<file path="src/rtl/axi3_regfile_s.sv">
// AXI3 slave register file for a PS7 GP port: N_REG byte-strobed 32-bit registers,
// INCR/FIXED bursts, independent single-outstanding write and read paths, LED mirror.
module axi3_regfile_s #(
    parameter int unsigned N_REG   = 8,
    parameter int unsigned ID_W    = 12,
    parameter int unsigned LED_W   = 8,
    parameter int unsigned LED_REG = 0
) (
    input  logic              i_clk0,
    input  logic              i_rst,
    input  logic [ID_W-1:0]   i_awid,
    input  logic [31:0]       i_awaddr,
    input  logic [3:0]        i_awlen,
    input  logic [2:0]        i_awsize,
    input  logic [1:0]        i_awburst,
    input  logic              i_awvalid,
    output logic              o_awready,
    input  logic [31:0]       i_wdata,
    input  logic [3:0]        i_wstrb,
    input  logic              i_wlast,
    input  logic              i_wvalid,
    output logic              o_wready,
    output logic [ID_W-1:0]   o_bid,
    output logic [1:0]        o_bresp,
    output logic              o_bvalid,
    input  logic              i_bready,
    input  logic [ID_W-1:0]   i_arid,
    input  logic [31:0]       i_araddr,
    input  logic [3:0]        i_arlen,
    input  logic [2:0]        i_arsize,
    input  logic [1:0]        i_arburst,
    input  logic              i_arvalid,
    output logic              o_arready,
    output logic [ID_W-1:0]   o_rid,
    output logic [31:0]       o_rdata,
    output logic [1:0]        o_rresp,
    output logic              o_rlast,
    output logic              o_rvalid,
    input  logic              i_rready,
    output logic [LED_W-1:0]  o_led
);

    localparam int unsigned IDX_W = (N_REG > 1) ? $clog2(N_REG) : 1;

    localparam logic [1:0] RESP_OKAY   = 2'b00;
    localparam logic [1:0] RESP_SLVERR = 2'b10;
    localparam logic [1:0] RESP_DECERR = 2'b11;

    localparam logic [1:0] W_IDLE = 2'd0;
    localparam logic [1:0] W_DATA = 2'd1;
    localparam logic [1:0] W_RESP = 2'd2;

    localparam logic [0:0] R_IDLE = 1'b0;
    localparam logic [0:0] R_DATA = 1'b1;

    function automatic logic in_range(input logic [9:0] idx);
        return 11'(idx) < 11'(N_REG);
    endfunction

    // SLVERR dominates DECERR, which dominates OKAY
    function automatic logic [1:0] worst(input logic [1:0] a, input logic [1:0] b);
        if (a == RESP_SLVERR || b == RESP_SLVERR) return RESP_SLVERR;
        if (a == RESP_DECERR || b == RESP_DECERR) return RESP_DECERR;
        return RESP_OKAY;
    endfunction

    logic [31:0] regs [N_REG];

    logic [1:0]  w_state, w_next;
    logic [9:0]  w_idx;
    logic [3:0]  w_len, w_cnt;
    logic        w_fixed, w_ill;
    logic        w_idle;

    logic [0:0]  r_state, r_next;
    logic [9:0]  r_idx;
    logic [3:0]  r_len, r_cnt;
    logic        r_fixed, r_ill;
    logic        r_idle;

    logic        aw_hs, w_hs, w_cnt_last, w_end, w_beat_ok, aw_ill;
    logic [1:0]  w_beat_resp, w_proto_resp;
    logic        ar_hs, r_hs, r_cnt_last, ar_ill;
    logic [9:0]  ld_idx;
    logic        ld_ill;
    logic [31:0] ld_data;
    logic [1:0]  ld_resp;

    logic unused_addr_bits;
    assign unused_addr_bits = ^{i_awaddr[31:12], i_awaddr[1:0], i_araddr[31:12], i_araddr[1:0]};

    assign aw_ill       = (i_awsize != 3'd2) || (i_awburst == 2'b10);
    assign aw_hs        = i_awvalid && o_awready;
    assign w_hs         = i_wvalid && o_wready;
    assign w_cnt_last   = (w_cnt == w_len);
    assign w_end        = w_hs && (w_cnt_last || i_wlast);
    assign w_beat_ok    = !w_ill && in_range(w_idx);
    assign w_beat_resp  = w_ill ? RESP_SLVERR : (in_range(w_idx) ? RESP_OKAY : RESP_DECERR);
    assign w_proto_resp = (i_wlast != w_cnt_last) ? RESP_SLVERR : RESP_OKAY;

    // Write FSM state register
    always_ff @(posedge i_clk0 or posedge i_rst) begin
        if (i_rst) w_state <= W_IDLE;
        else       w_state <= w_next;
    end

    // Write FSM next state and handshake outputs
    always_comb begin
        w_next   = w_state;
        w_idle   = 1'b0;
        o_wready = 1'b0;
        o_bvalid = 1'b0;
        case (w_state)
            W_IDLE: begin
                w_idle = 1'b1;
                if (aw_hs) w_next = W_DATA;
            end
            W_DATA: begin
                o_wready = 1'b1;
                if (w_end) w_next = W_RESP;
            end
            W_RESP: begin
                o_bvalid = 1'b1;
                if (i_bready) w_next = W_IDLE;
            end
            default: w_next = W_IDLE;
        endcase
        o_awready = w_idle && !i_rst;
    end

    // Write burst tracking and response accumulation
    always_ff @(posedge i_clk0 or posedge i_rst) begin
        if (i_rst) begin
            w_idx   <= '0;
            w_len   <= '0;
            w_cnt   <= '0;
            w_fixed <= 1'b0;
            w_ill   <= 1'b0;
            o_bid   <= '0;
            o_bresp <= RESP_OKAY;
        end else begin
            if (aw_hs) begin
                o_bid   <= i_awid;
                w_idx   <= i_awaddr[11:2];
                w_len   <= i_awlen;
                w_cnt   <= '0;
                w_fixed <= (i_awburst == 2'b00);
                w_ill   <= aw_ill;
                o_bresp <= aw_ill ? RESP_SLVERR : RESP_OKAY;
            end
            if (w_hs) begin
                w_cnt   <= w_cnt + 4'd1;
                if (!w_fixed) w_idx <= w_idx + 10'd1;
                o_bresp <= worst(worst(o_bresp, w_beat_resp), w_proto_resp);
            end
        end
    end

    // Register storage with byte enables
    always_ff @(posedge i_clk0 or posedge i_rst) begin
        if (i_rst) begin
            for (int i = 0; i < int'(N_REG); i++) regs[i] <= '0;
        end else if (w_hs && w_beat_ok) begin
            for (int b = 0; b < 4; b++) begin
                if (i_wstrb[b]) regs[w_idx[IDX_W-1:0]][8*b +: 8] <= i_wdata[8*b +: 8];
            end
        end
    end

    assign o_led = regs[LED_REG][LED_W-1:0];

    assign ar_ill     = (i_arsize != 3'd2) || (i_arburst == 2'b10);
    assign ar_hs      = i_arvalid && o_arready;
    assign r_hs       = o_rvalid && i_rready;
    assign r_cnt_last = (r_cnt == r_len);

    // Decode of the beat to be loaded: first beat on AR, next beat on R handshake
    always_comb begin
        ld_idx  = r_fixed ? r_idx : r_idx + 10'd1;
        ld_ill  = r_ill;
        if (r_state == R_IDLE) begin
            ld_idx = i_araddr[11:2];
            ld_ill = ar_ill;
        end
        ld_data = '0;
        ld_resp = RESP_SLVERR;
        if (!ld_ill) begin
            if (in_range(ld_idx)) begin
                ld_data = regs[ld_idx[IDX_W-1:0]];
                ld_resp = RESP_OKAY;
            end else begin
                ld_resp = RESP_DECERR;
            end
        end
    end

    // Read FSM state register
    always_ff @(posedge i_clk0 or posedge i_rst) begin
        if (i_rst) r_state <= R_IDLE;
        else       r_state <= r_next;
    end

    // Read FSM next state and handshake outputs
    always_comb begin
        r_next   = r_state;
        r_idle   = 1'b0;
        o_rvalid = 1'b0;
        case (r_state)
            R_IDLE: begin
                r_idle = 1'b1;
                if (ar_hs) r_next = R_DATA;
            end
            R_DATA: begin
                o_rvalid = 1'b1;
                if (r_hs && r_cnt_last) r_next = R_IDLE;
            end
            default: r_next = R_IDLE;
        endcase
        o_arready = r_idle && !i_rst;
    end

    // Read beat pipeline; data/resp/last only change on AR or R handshakes
    always_ff @(posedge i_clk0 or posedge i_rst) begin
        if (i_rst) begin
            r_idx   <= '0;
            r_len   <= '0;
            r_cnt   <= '0;
            r_fixed <= 1'b0;
            r_ill   <= 1'b0;
            o_rid   <= '0;
            o_rdata <= '0;
            o_rresp <= RESP_OKAY;
            o_rlast <= 1'b0;
        end else if (ar_hs) begin
            o_rid   <= i_arid;
            r_idx   <= ld_idx;
            r_len   <= i_arlen;
            r_cnt   <= '0;
            r_fixed <= (i_arburst == 2'b00);
            r_ill   <= ar_ill;
            o_rdata <= ld_data;
            o_rresp <= ld_resp;
            o_rlast <= (i_arlen == 4'd0);
        end else if (r_hs) begin
            if (r_cnt_last) begin
                o_rlast <= 1'b0;
            end else begin
                r_idx   <= ld_idx;
                r_cnt   <= r_cnt + 4'd1;
                o_rdata <= ld_data;
                o_rresp <= ld_resp;
                o_rlast <= ((r_cnt + 4'd1) == r_len);
            end
        end
    end

endmodule

</file>
<file path="config.mk">
export PLATFORM = sky130hd
export DESIGN_NAME = axi3_regfile_s
export DESIGN_NICKNAME = d
export VERILOG_FILES = /design/src/rtl/axi3_regfile_s.sv
export SDC_FILE = /design/constraint.sdc
export NUM_CORES = 1
export LEC_CHECK = 0
export BUFFER_PORTS_ARGS = -buffer_cell sky130_fd_sc_hd__buf_2
export CAP_MARGIN = 20
export CORE_MARGIN = 1
export CORE_UTILIZATION = 25
export CTS_CLUSTER_SIZE = 8
export DETAILED_ROUTE_END_ITERATION = 12
export HOLD_SLACK_MARGIN = 0.1
export MAX_ROUTING_LAYER = met4
export RECOVER_POWER = 50
export SYNTH_ARGS = -nofsm -noshare
export SYNTH_HDL_FRONTEND = slang
export SYNTH_SLANG_ARGS = --single-unit
</file>
<file path="constraint.sdc">
create_clock -name i_clk0 -period 24.1 [get_ports i_clk0]
set_input_delay 0 -clock i_clk0 [delete_from_list [all_inputs] [get_ports i_clk0]]
set_output_delay 0 -clock i_clk0 [all_outputs]
set_load 0.02 [all_outputs]
</file>
==> results of run 1 <==
-- power breakdown --
part	total (mW)	internal, mW	switching (mW)
clock network	0.657	0.396	0.261
logic	0.791	0.243	0.548
registers	0.725	0.661	0.0645
-- worst min-delay path by stage --
stage	end	slack, ns
after floorplan	o_arready	0.09
after global placement	o_bid[0]	0.19
after detailed placement	o_rid[9]	0.20
after CTS	w_fixed	0.12
after global routing	w_fixed	0.15
final	o_rid[0]	0.15
-- registers in the layout, indices dropped and copies added (netlist names), 4 cells and up --
signal   flops
r_idx       10
w_cnt        4
o_bid       12
o_rid       12
w_len        4
o_rdata     32
w_idx       10
r_len        4
o_led        8
r_cnt        4
regs       248
-- final cells by class --
cell class / instances / share of cell area
antenna: 3 / 0.0003388
clock buffer: 55 / 0.06014
clock inverter: 3 / 0.003614
inverter: 8 / 0.001412
multi-input combinational: 1206 / 0.3795
sequential: 360 / 0.4066
tap: 940 / 0.05308
timing repair buffer: 317 / 0.09532
-- synthesized netlist by cell type, drive strengths merged, types with 2 or more instances --
| library cell | number |
|---|---|
| clkbuf | 83 |
| o221a | 3 |
| dfrtp | 360 |
| a32oi | 25 |
| nor4 | 4 |
| mux4 | 8 |
| nor2 | 68 |
| a221oi | 2 |
| a21o | 31 |
| nor3 | 7 |
| and2 | 4 |
| nand2b | 4 |
| o31ai | 6 |
| buf | 25 |
| nor2b | 64 |
| or3 | 5 |
| xor2 | 5 |
| or4 | 4 |
| nand3 | 65 |
| a22oi | 9 |
| ha | 5 |
| xnor2 | 13 |
| nand3b | 6 |
| a211oi | 62 |
| a31oi | 35 |
| mux2i | 8 |
| o22ai | 4 |
| mux2 | 260 |
| inv | 8 |
| nand4 | 6 |
| a21oi | 11 |
| nand2 | 394 |
| o21ai | 44 |
| a311oi | 34 |
-- layer usage --
layer,vias up,global-route usage
li1,6490,-
met1,7114,0.1911
met2,357,0.2313
met3,92,0.02192
met4,0,0.04822
met5,-,-
-- repair_timing --
| action | 4_1_cts | 5_1_grt |
|---|---|---|
| setup endpoints to repair | 0 | 0 |
| hold buffers | 117 | 0 |
| buffers inserted | 0 | 0 |
| endpoints found under the hold margin | 448 | 0 |
-- worst max-delay path: stages --
cell           delay, ns
dlygate4sd3_1       0.54
clkbuf_1            0.26
clkinvlp_2          3.34
clkbuf_1            0.94
clkbuf_1            2.74
-- logic make-up after synthesis --
group / Yosys count
AO/OA/AOI/OAI: 270
XOR/XNOR: 18
adder cells (fa/ha/maj): 5
buffers and inverters: 116
flip-flops: 360
multiplexers: 276
AND/OR/NAND/NOR: 637
-- metrics by stage --
| stage | cells | worst slack (ns) | instance area, µm² |
|---|---|---|---|
| floorplan | 1682 | 14.11 | 17830 |
| global route | 2892 | 14.18 | 22160 |
| CTS | 2887 | 20.07 | 22260 |
| global placement | 2712 | 20.10 | 19680 |
| detailed placement | 2712 | 20.08 | 19680 |
| finish | 2892 | 15.95 | 22160 |
==> out/metrics.csv, run 1 <==
stage,metric,value,unit
run,drv_cap,5,
synth,yosys.area_share.simple,0.1682,
final_layout,layout_commonest_cell,nand2_1,
synth,synth_compound_area_frac,0.1090,
power_and_ir_drop,finalPower,2.173,mW
worst_setup_path,crit_path_start,i_rst,
synth,synth_top_area_share,0.5053,
final_layout,layout-drive-gt1-share,0.2545,
timing,finalHoldViolCount,0,
final_layout,n_fill_cell,7111,
global_route,grt_max_degree,128,
power_and_ir_drop,leakagePower,9.857,nW
final_layout,multiInputGateArea,8408,µm²
drt,detail_route.iter0.violations,961,
drt,met3_wirelength,2483,µm
floorplan,initial_core_util,0.2537,
synth,yosys_most_used_dff,dfrtp_1,
clocking,h-tree-depth,2,
placed_design,place_congestion,0.7823,
timing,grt_setup_unrepaired,false,
timing,hold_ws,0.1494,ns
clocking,cts_buffer_depth,3,
placed_design,place.port_buffers,179,
final_layout,final_core_util,0.3153,
synth,synth_cell_types,49,
timing,relSlewSlack,-2.950,
placed_design,dp_hpwl,32450,µm
floorplan,dieWidth,269.0,µm
hold_path,min_from,i_arid[0],
timing,worst_pin_slew,5.892,ns
power_and_ir_drop,ir_drop,0.1432,mV
drt,avgRoutedWirePerCell,17.72,µm
drt,wirelength,51230,µm
outcome,outcome,"finished, violations left",
synth,synth_area_leaders,"dfrtp_1 51%, mux2_2 16%, nand2_1 8.2%",
drt,vias,14050,
synth,synth_top_family_by_area,multiplexers,
worst_setup_path,crit_end,w_idx[6],
floorplan,core_area,70270,µm²
global_route,antenna_found_initial,4,
timing,timing.fmax,122.7,MHz
timing,tns,0,ns
timing,finalMaxSlewViolations,378,
worst_setup_path,cp_max_fo,127,
final_layout,seqCellArea,9009,µm²
clocking,clock_latency,0.59,ns
synth,syn_nets,1837,
timing,final.setup_skew,0.01740,ns
drt,ant_nets,0,
synth,synth_fa_ha_area_frac,0.003509,
global_route,grt_pass1_wl,80340,µm
synth,synth_mux_area_frac,0.1788,
global_route,grt_pass1_vias,14200,
synth,synthXorXnorAreaFrac,0.008843,
drt,met1_length,23380,µm
clocking,cts_tree,yes,
outcome,violations,"capacitance limit, slew limit",
synth,yosysSeqAreaShare,0.5053,
worst_setup_path,critPathArrivalTime,7.97,ns
synth,ys_ff_latch,360,
global_route,overflow,0,
floorplan,io_pins,224,
timing,finalSetupViolCount,0,
drt,first_pass_iters,7,
synth,synthArstFlopShare,1.000,
synth,ys_warn_count,0,
clocking,clk_pin_slew,0.05,ns
final_layout,layout_common_cells,"390 x nand2_1, 360 x dfrtp_1, 260 x mux2_2, 117 x dlygate4sd3_1, 104 x buf_2",
synth,synth_edf_count,0,
clocking,cts_buffers,51,
synth,synth_top_cell_by_area,dfrtp_1,
clocking,cts_resized,0,
worst_setup_path,r2r_cells,8,
synth,synth_cells,1682,
final_layout,area_growth,24.28,%
worst_setup_path,path_class,in -> async,
drt,drc,0,
timing,period_share,0.3382,
worst_setup_path,reg2reg_from,r_state,
worst_setup_path,required,23.91,ns
hold_path,whs_path_depth,4,
power_and_ir_drop,powerDensity,98.10,nW/µm²
final_layout,nets,2099,
floorplan,die-area,72390,µm²
global_route,track_usage,0.1462,
worst_setup_path,r2r-end,o_rdata[15],
synth,syn_area,17830,µm²
timing,fin_crit,8.152,ns
worst_setup_path,cp-start-kind,input port,
drt,wl_met2,24020,µm
synth,synth_area_per_cell,10.60,µm²
worst_setup_path,endpoint_kind,asynchronous set/reset pin,
floorplan,die_h,269.0,µm
worst_setup_path,r2r_slack,19.71,ns
drt,vias_per_cell,4.859,
hold_path,hold_class,in -> reg,
drt,top_layer,met4,
clocking,root_buffer,clkbuf_16,
floorplan,rows,97,
clocking,clock_sinks,360,
Power figures use the tool's default switching activity.
==> inputs of run 2 (changes only) <==
Clock period 24.1 ns to 7.1 ns, I/O delays scaled along.
==> run 2 against run 1 <==
  * The flow still finishes with violations (capacitance limit, slew limit)
  * Count of clock-buffer cells in the layout down 1
  * Utilization is 0.30 points higher
  * Cell count increased by 0.69%
  * Largest power group unchanged
  * Register-to-register slack worse by 18 ns
  * Critical path type is now reg -> reg
  * Die area stayed put
  * Final area up 0.94%
  * Via count grew 1.8%
  * Total power increased to 3.4 times the previous value
  * Combinational power grew to 3.4 times the previous value
  * Critical endpoint is now o_rdata[14]
  * First-iteration DRC count down 6.5%
  * Sequential share of layout area shrank 0.38 points
  * Setup slack got worse by 14 ns
==> out/metrics.csv, run 2 (synthesis results as in run 1) <==
stage,metric,value,unit,change
worst_setup_path,critPathArrivalTime,5.49,ns,-2.48 ns
drt,detail_route.iter0.violations,899,,-6.5%
floorplan,die_h,269.0,µm,unchanged
worst_setup_path,endpoint_kind,flip-flop,,
worst_setup_path,cp-start-kind,flip-flop,,
timing,fin_crit,4.980,ns,
timing,finalHoldViolCount,0,,unchanged
clocking,clock_latency,0.60,ns,about the same
drt,drc,0,,unchanged
run,drv_cap,4,,-1
power_and_ir_drop,powerDensity,331.7,nW/µm²,+240%
worst_setup_path,path_class,reg -> reg,,
worst_setup_path,required,7.61,ns,-16.30 ns
timing,worst_pin_slew,3.954,ns,-1.939 ns
global_route,grt_pass1_vias,14400,,+1.5%
floorplan,initial_core_util,0.2537,,unchanged
worst_setup_path,crit_top_cell,buf_4,,
floorplan,core_area,70270,µm²,unchanged
outcome,violations,"capacitance limit, slew limit",,
final_layout,n_fill_cell,7125,,+0.20%
drt,wirelength,52240,µm,+2.0%
timing,finalMaxSlewViolations,241,,-36%
power_and_ir_drop,clkPwrFrac,0.299,,-0.003
final_layout,final_area,22370,µm²,+0.94%
final_layout,nets,2117,,+0.86%
placed_design,place_area,19680,µm²,about the same
timing,relSlewSlack,-1.636,,+1.314
floorplan,rows,97,,unchanged
global_route,track_usage,0.1478,,+0.001537
power_and_ir_drop,p_int,4.412,mW,+240%
global_route,grt_pass1_wl,81250,µm,+1.1%
power_and_ir_drop,pwr-share-comb,0.365,,about the same
final_layout,reg_top3,"regs x248, o_rdata x32",,
placed_design,dp_hpwl,32540,µm,+0.28%
final_layout,layout_commonest_cell,nand2_1,,
worst_setup_path,slowest_stage,dfrtp_1,,
worst_setup_path,cp_max_fo,81,,-36%
clocking,cts_tree,yes,,
power_and_ir_drop,pwr-share-seq,0.336,,+0.002
drt,avgRoutedWirePerCell,17.94,µm,+1.3%
timing,period_share,0.7014,,
floorplan,die-area,72390,µm²,unchanged
global_route,overflow,0,,unchanged
timing,hold_ws,0.1573,ns,+0.007939 ns
timing,final.setup_skew,0.01864,ns,+0.001245 ns
power_and_ir_drop,leakagePower,9.911,nW,+0.55%
power_and_ir_drop,ir_drop,0.3515,mV,+150%
clocking,cts_buffers,51,,unchanged
floorplan,dieWidth,269.0,µm,unchanged
hold_path,hold_class,in -> reg,,
final_layout,regMostFlops,regs,,
placed_design,place.port_buffers,179,,unchanged
final_layout,largest_reg_flops,248,,unchanged
power_and_ir_drop,switching_share,0.4053,,+0.003346
worst_setup_path,cp_cell_sequence,"nand2_1, a41oi_2, nor2_4, buf_4, nor2_2, buf_4, a32oi_1, o21ai_0",,
clocking,clk_pin_slew,0.05,ns,about the same
drt,first_pass_iters,7,,unchanged
final_layout,layout_common_cells,"390 x nand2_1, 360 x dfrtp_1, 260 x mux2_2, 136 x dlygate4sd3_1, 105 x buf_2",,
clocking,root_buffer,clkbuf_16,,
clocking,h-tree-depth,2,,unchanged
outcome,outcome,"finished, violations left",,
timing,grt_setup_unrepaired,false,,
drt,ant_nets,0,,unchanged
placed_design,place_congestion,0.7760,,-0.81%
drt,vias,14310,,+1.8%
worst_setup_path,cpPeakStageDelay,2.32,ns,-1.02 ns
drt,vias_per_cell,4.914,,+1.1%
floorplan,io_pins,224,,unchanged
clocking,clock_sinks,360,,unchanged
timing,timing.fmax,200.8,MHz,
global_route,grt_max_degree,153,,+20%
clocking,cts_buffer_depth,3,,unchanged
global_route,antenna_found_initial,5,,+1
final_layout,area_growth,25.45,%,
final_layout,layout-drive-gt1-share,0.2537,,-0.0008037
power_and_ir_drop,power.switching,3.007,mW,+240%
timing,finalSetupViolCount,0,,unchanged
timing,tns,0,ns,unchanged
run 2: cell types whose count changed in the layout (fill, tap and decap cells not counted), sizes merged:
cell         previous run  this run
dlygate4sd3           117       136
clkbuf                135       130
buf                   120       123
diode                   3         5
inv                     8        10
clkinv                  1         0
run 2: worst paths after layout:
path	startpoint	endpoint	slack [ns]	cells after the start
min	i_araddr[2]	r_idx[0]	0.16	4
min in group asynchronous	i_rst	regs[183]	1.39	4
min reg2reg	o_rid[5]	o_rid[5]	0.47	2
max	r_state	o_rdata[14]	2.12	8
max reg2reg	r_state	o_rdata[14]	2.12	8
max in group asynchronous	i_rst	regs[248]	2.97	6
run 2: repair_timing:
| item | CTS | global route |
|---|---|---|
| setup buffers | 0 | 0 |
| gates resized for setup | 0 | 0 |
| setup endpoints to repair | 0 | 0 |
| hold endpoints to repair | 446 | 0 |
| hold buffers | 136 | 0 |
run 2: final cells by class:
class | count | area (µm²) | area share
multi-input combinational | 1206 | 8408 | 0.3759
timing repair buffer | 335 | 2340 | 0.1046
clock buffer | 54 | 1308 | 0.05846
sequential | 360 | 9009 | 0.4028
inverter | 8 | 33.78 | 0.001510
antenna | 5 | 12.51 | 0.0005594
tap | 940 | 1176 | 0.05259
clock inverter | 4 | 78.83 | 0.003524
run 2: metal layers:
layer | global-route usage | up-vias | wire (µm) | share of wire
li1 | - | 6528 | - | -
met1 | 0.1881 | 7213 | 22890 | 0.44
met2 | 0.2369 | 471 | 24850 | 0.48
met3 | 0.02913 | 97 | 3372 | 0.065
met4 | 0.04330 | 0 | 1128 | 0.022
met5 | - | - | 0 | 0
run 2: power by group through the flow:
stage | Combinational (mW) | Sequential, mW | Clock (mW)
after CTS | 2.71 | 2.49 | 2.29
after global routing | 2.93 | 2.52 | 2.38
after detailed placement | 2.56 | 2.52 | 0
final | 2.71 | 2.49 | 2.22
after global placement | 2.51 | 2.50 | 0
after floorplan | 1.68 | 2.49 | 0
run 2: critical path, delay by kind of cell (launching register included):
family          cells  cell delay [ns]
compound gates      3             1.13
simple gates        3             0.58
buf+inv             2             0.83
flops               1             2.32
run 2: per-stage QoR:
stage	util	total power, mW	worst slack (ns)	instances
after floorplan	-	4.172	2.274	1682
after global placement	0.2801	5.017	3.205	2712
after detailed placement	0.2801	5.080	3.142	2712
after CTS	0.3192	7.485	3.118	2906
after global routing	0.3182	7.837	1.723	2911
final	0.3183	7.419	2.120	2912
==> inputs of run 3 (changes only) <==
Clock period 7.1 ns to 5 ns, I/O delays scaled along.
==> run 3 against run 2 <==
  * The run still ends with capacitance limit, slew limit left
  * Setup slack got worse by 1.1 ns
  * First-iteration DRC count increased by 17%
  * Hold slack lost 0.071 ns
  * Combinational power up 42%
  * Total power grew 41%
  * Register-to-register slack worse by 1.1 ns
==> out/metrics.csv, run 3 (synthesis results as in run 1) <==
stage,metric,value,unit,change
timing,finalHoldViolCount,0,,unchanged
worst_setup_path,required,5.47,ns,-2.14 ns
global_route,grt_pass1_vias,14630,,+1.6%
clocking,root_buffer,clkbuf_16,,
floorplan,io_pins,224,,unchanged
hold_path,hold_path_end,w_idx[7],,
timing,timing.fmax,248.3,MHz,+24%
floorplan,die-area,72390,µm²,unchanged
worst_setup_path,endpoint_kind,flip-flop,,
outcome,outcome,"finished, violations left",,
final_layout,layout_commonest_cell,nand2_1,,
global_route,track_usage,0.1519,,+0.004087
drt,ant_nets,0,,unchanged
final_layout,layout-drive-gt1-share,0.2561,,+0.002437
timing,final.setup_skew,0.02041,ns,+0.001767 ns
timing,tns,0,ns,unchanged
global_route,overflow,0,,unchanged
worst_setup_path,cp_max_fo,8,,-90%
worst_setup_path,r2r_cells,6,,-2
final_layout,layout_common_cells,"390 x nand2_1, 360 x dfrtp_1, 260 x mux2_2, 122 x dlygate4sd3_1, 104 x buf_2",,
timing,period_share,0.8055,,+0.1041
clocking,cts_tree,yes,,
power_and_ir_drop,leakagePower,9.848,nW,-0.64%
final_layout,reg_top3,"regs x248, o_rdata x32",,
floorplan,dieWidth,269.0,µm,unchanged
global_route,antenna_found_initial,5,,unchanged
timing,finalSetupViolCount,0,,unchanged
drt,vias,14080,,-1.6%
final_layout,final_area,22220,µm²,-0.65%
clocking,clock_latency,0.60,ns,about the same
final_layout,area_growth,24.63,%,
floorplan,rows,97,,unchanged
worst_setup_path,critPathArrivalTime,4.49,ns,-1.00 ns
power_and_ir_drop,powerDensity,469.3,nW/µm²,+41%
hold_path,whs_path_depth,4,,unchanged
clocking,h-tree-depth,2,,unchanged
hold_path,hold_class,in -> reg,,
global_route,grt_max_degree,135,,-12%
run,drv_cap,3,,-1
placed_design,dp_hpwl,33420,µm,+2.7%
placed_design,place_area,19720,µm²,+0.18%
global_route,grt_pass1_wl,82770,µm,+1.9%
timing,fin_crit,4.027,ns,-0.9528 ns
timing,relSlewSlack,-0.2641,,+1.372
hold_path,min_from,i_awvalid,,
worst_setup_path,cp-start-kind,flip-flop,,
drt,vias_per_cell,4.848,,-1.3%
worst_setup_path,path_class,reg -> reg,,
timing,worst_pin_slew,1.896,ns,-2.057 ns
floorplan,core_area,70270,µm²,unchanged
clocking,clk_pin_slew,0.05,ns,about the same
worst_setup_path,r2r-end,o_led[7],,
floorplan,initial_core_util,0.2537,,unchanged
floorplan,die_h,269.0,µm,unchanged
drt,wirelength,52830,µm,+1.1%
drt,first_pass_iters,5,,-2
final_layout,largest_reg_flops,248,,unchanged
worst_setup_path,r2r_slack,0.97,ns,-1.15 ns
drt,detail_route.iter0.violations,1051,,+17%
worst_setup_path,reg2reg_from,w_idx[5],,
outcome,violations,"capacitance limit, slew limit",,
final_layout,nets,2107,,-0.47%
drt,avgRoutedWirePerCell,18.19,µm,+1.4%
timing,grt_setup_unrepaired,false,,
clocking,cts_buffers,51,,unchanged
clocking,clock_sinks,360,,unchanged
power_and_ir_drop,ir_drop,0.5526,mV,+57%
clocking,cts_buffer_depth,3,,unchanged
placed_design,place_congestion,0.7821,,+0.79%
timing,finalMaxSlewViolations,340,,+41%
final_layout,regMostFlops,regs,,
drt,drc,0,,unchanged
placed_design,place.port_buffers,179,,unchanged
run 3: cell count changes in the layout (fill, tap and decap cells not counted), moves of 2 or more:
cell and delta:
clkbuf_1 +3, dlygate4sd3_1 -14, clkbuf_4 +2, buf_4 +4
run 3: per-stage QoR:
| stage | std cells | utilization | hold slack (ns) | total power, mW | worst slack, ns |
|---|---|---|---|---|---|
| 3_5_place_dp | 2715 | 0.2806 | 0.1362 | 7.283 | 1.092 |
| 3_3_place_gp | 2715 | 0.2806 | 0.1385 | 7.202 | 1.153 |
| 6_report | 2904 | 0.3162 | 0.08665 | 10.43 | 0.9725 |
| 4_1_cts | 2898 | 0.3175 | 0.1000 | 10.57 | 1.058 |
| 2_1_floorplan | 1682 | - | 0.08675 | 5.924 | 0.1737 |
| 5_1_grt | 2904 | 0.3162 | 0.1401 | 11.04 | 0.7695 |
run 3: critical path, cell delays in order, from the launching register on:
cell	delay, ns
dfrtp_1	0.42
or4_1	0.52
nor4_1	0.86
nor3b_4	0.69
nand2_2	0.36
nor2_2	0.62
mux2_2	0.40
run 3: report_power, final:
group | switching, mW | internal (mW)
combinational | 2.71 | 1.14
clock | 1.27 | 1.84
sequential | 0.290 | 3.18
run 3: layout make-up:
type	count	area, µm²
fill	7081	48050
clock buffer	58	1323
antenna	4	10.01
tap	940	1176
multi-input combinational	1206	8401
sequential	360	9009
timing repair buffer	325	2221
clock inverter	3	48.80
inverter	8	31.28
run 3: worst max-delay path by stage:
stage,from,to,cells after the start
finish,w_idx[5],o_led[7],6
global route,r_state,o_rdata[3],7
CTS,w_idx[5],o_led[2],6
detailed placement,w_idx[5],o_led[3],6
global placement,w_idx[5],o_led[7],6
floorplan,i_rst,o_bid[0],1
run 3: metal layers:
metal / global-route usage / up-vias / share of wire
li1: - / 6497 / -
met5: - / - / 0
met2: 0.2408 / 383 / 0.47
met3: 0.02758 / 86 / 0.056
met4: 0.04914 / 0 / 0.027
met1: 0.1952 / 7113 / 0.44
run 3: timing repair:
| action | CTS | global route |
|---|---|---|
| hold buffers | 122 | 0 |
| hold endpoints to repair | 558 | 0 |
| endpoints found under the setup margin | 0 | 0 |
| gates resized for setup | 0 | 0 |
| setup buffers | 0 | 0 |
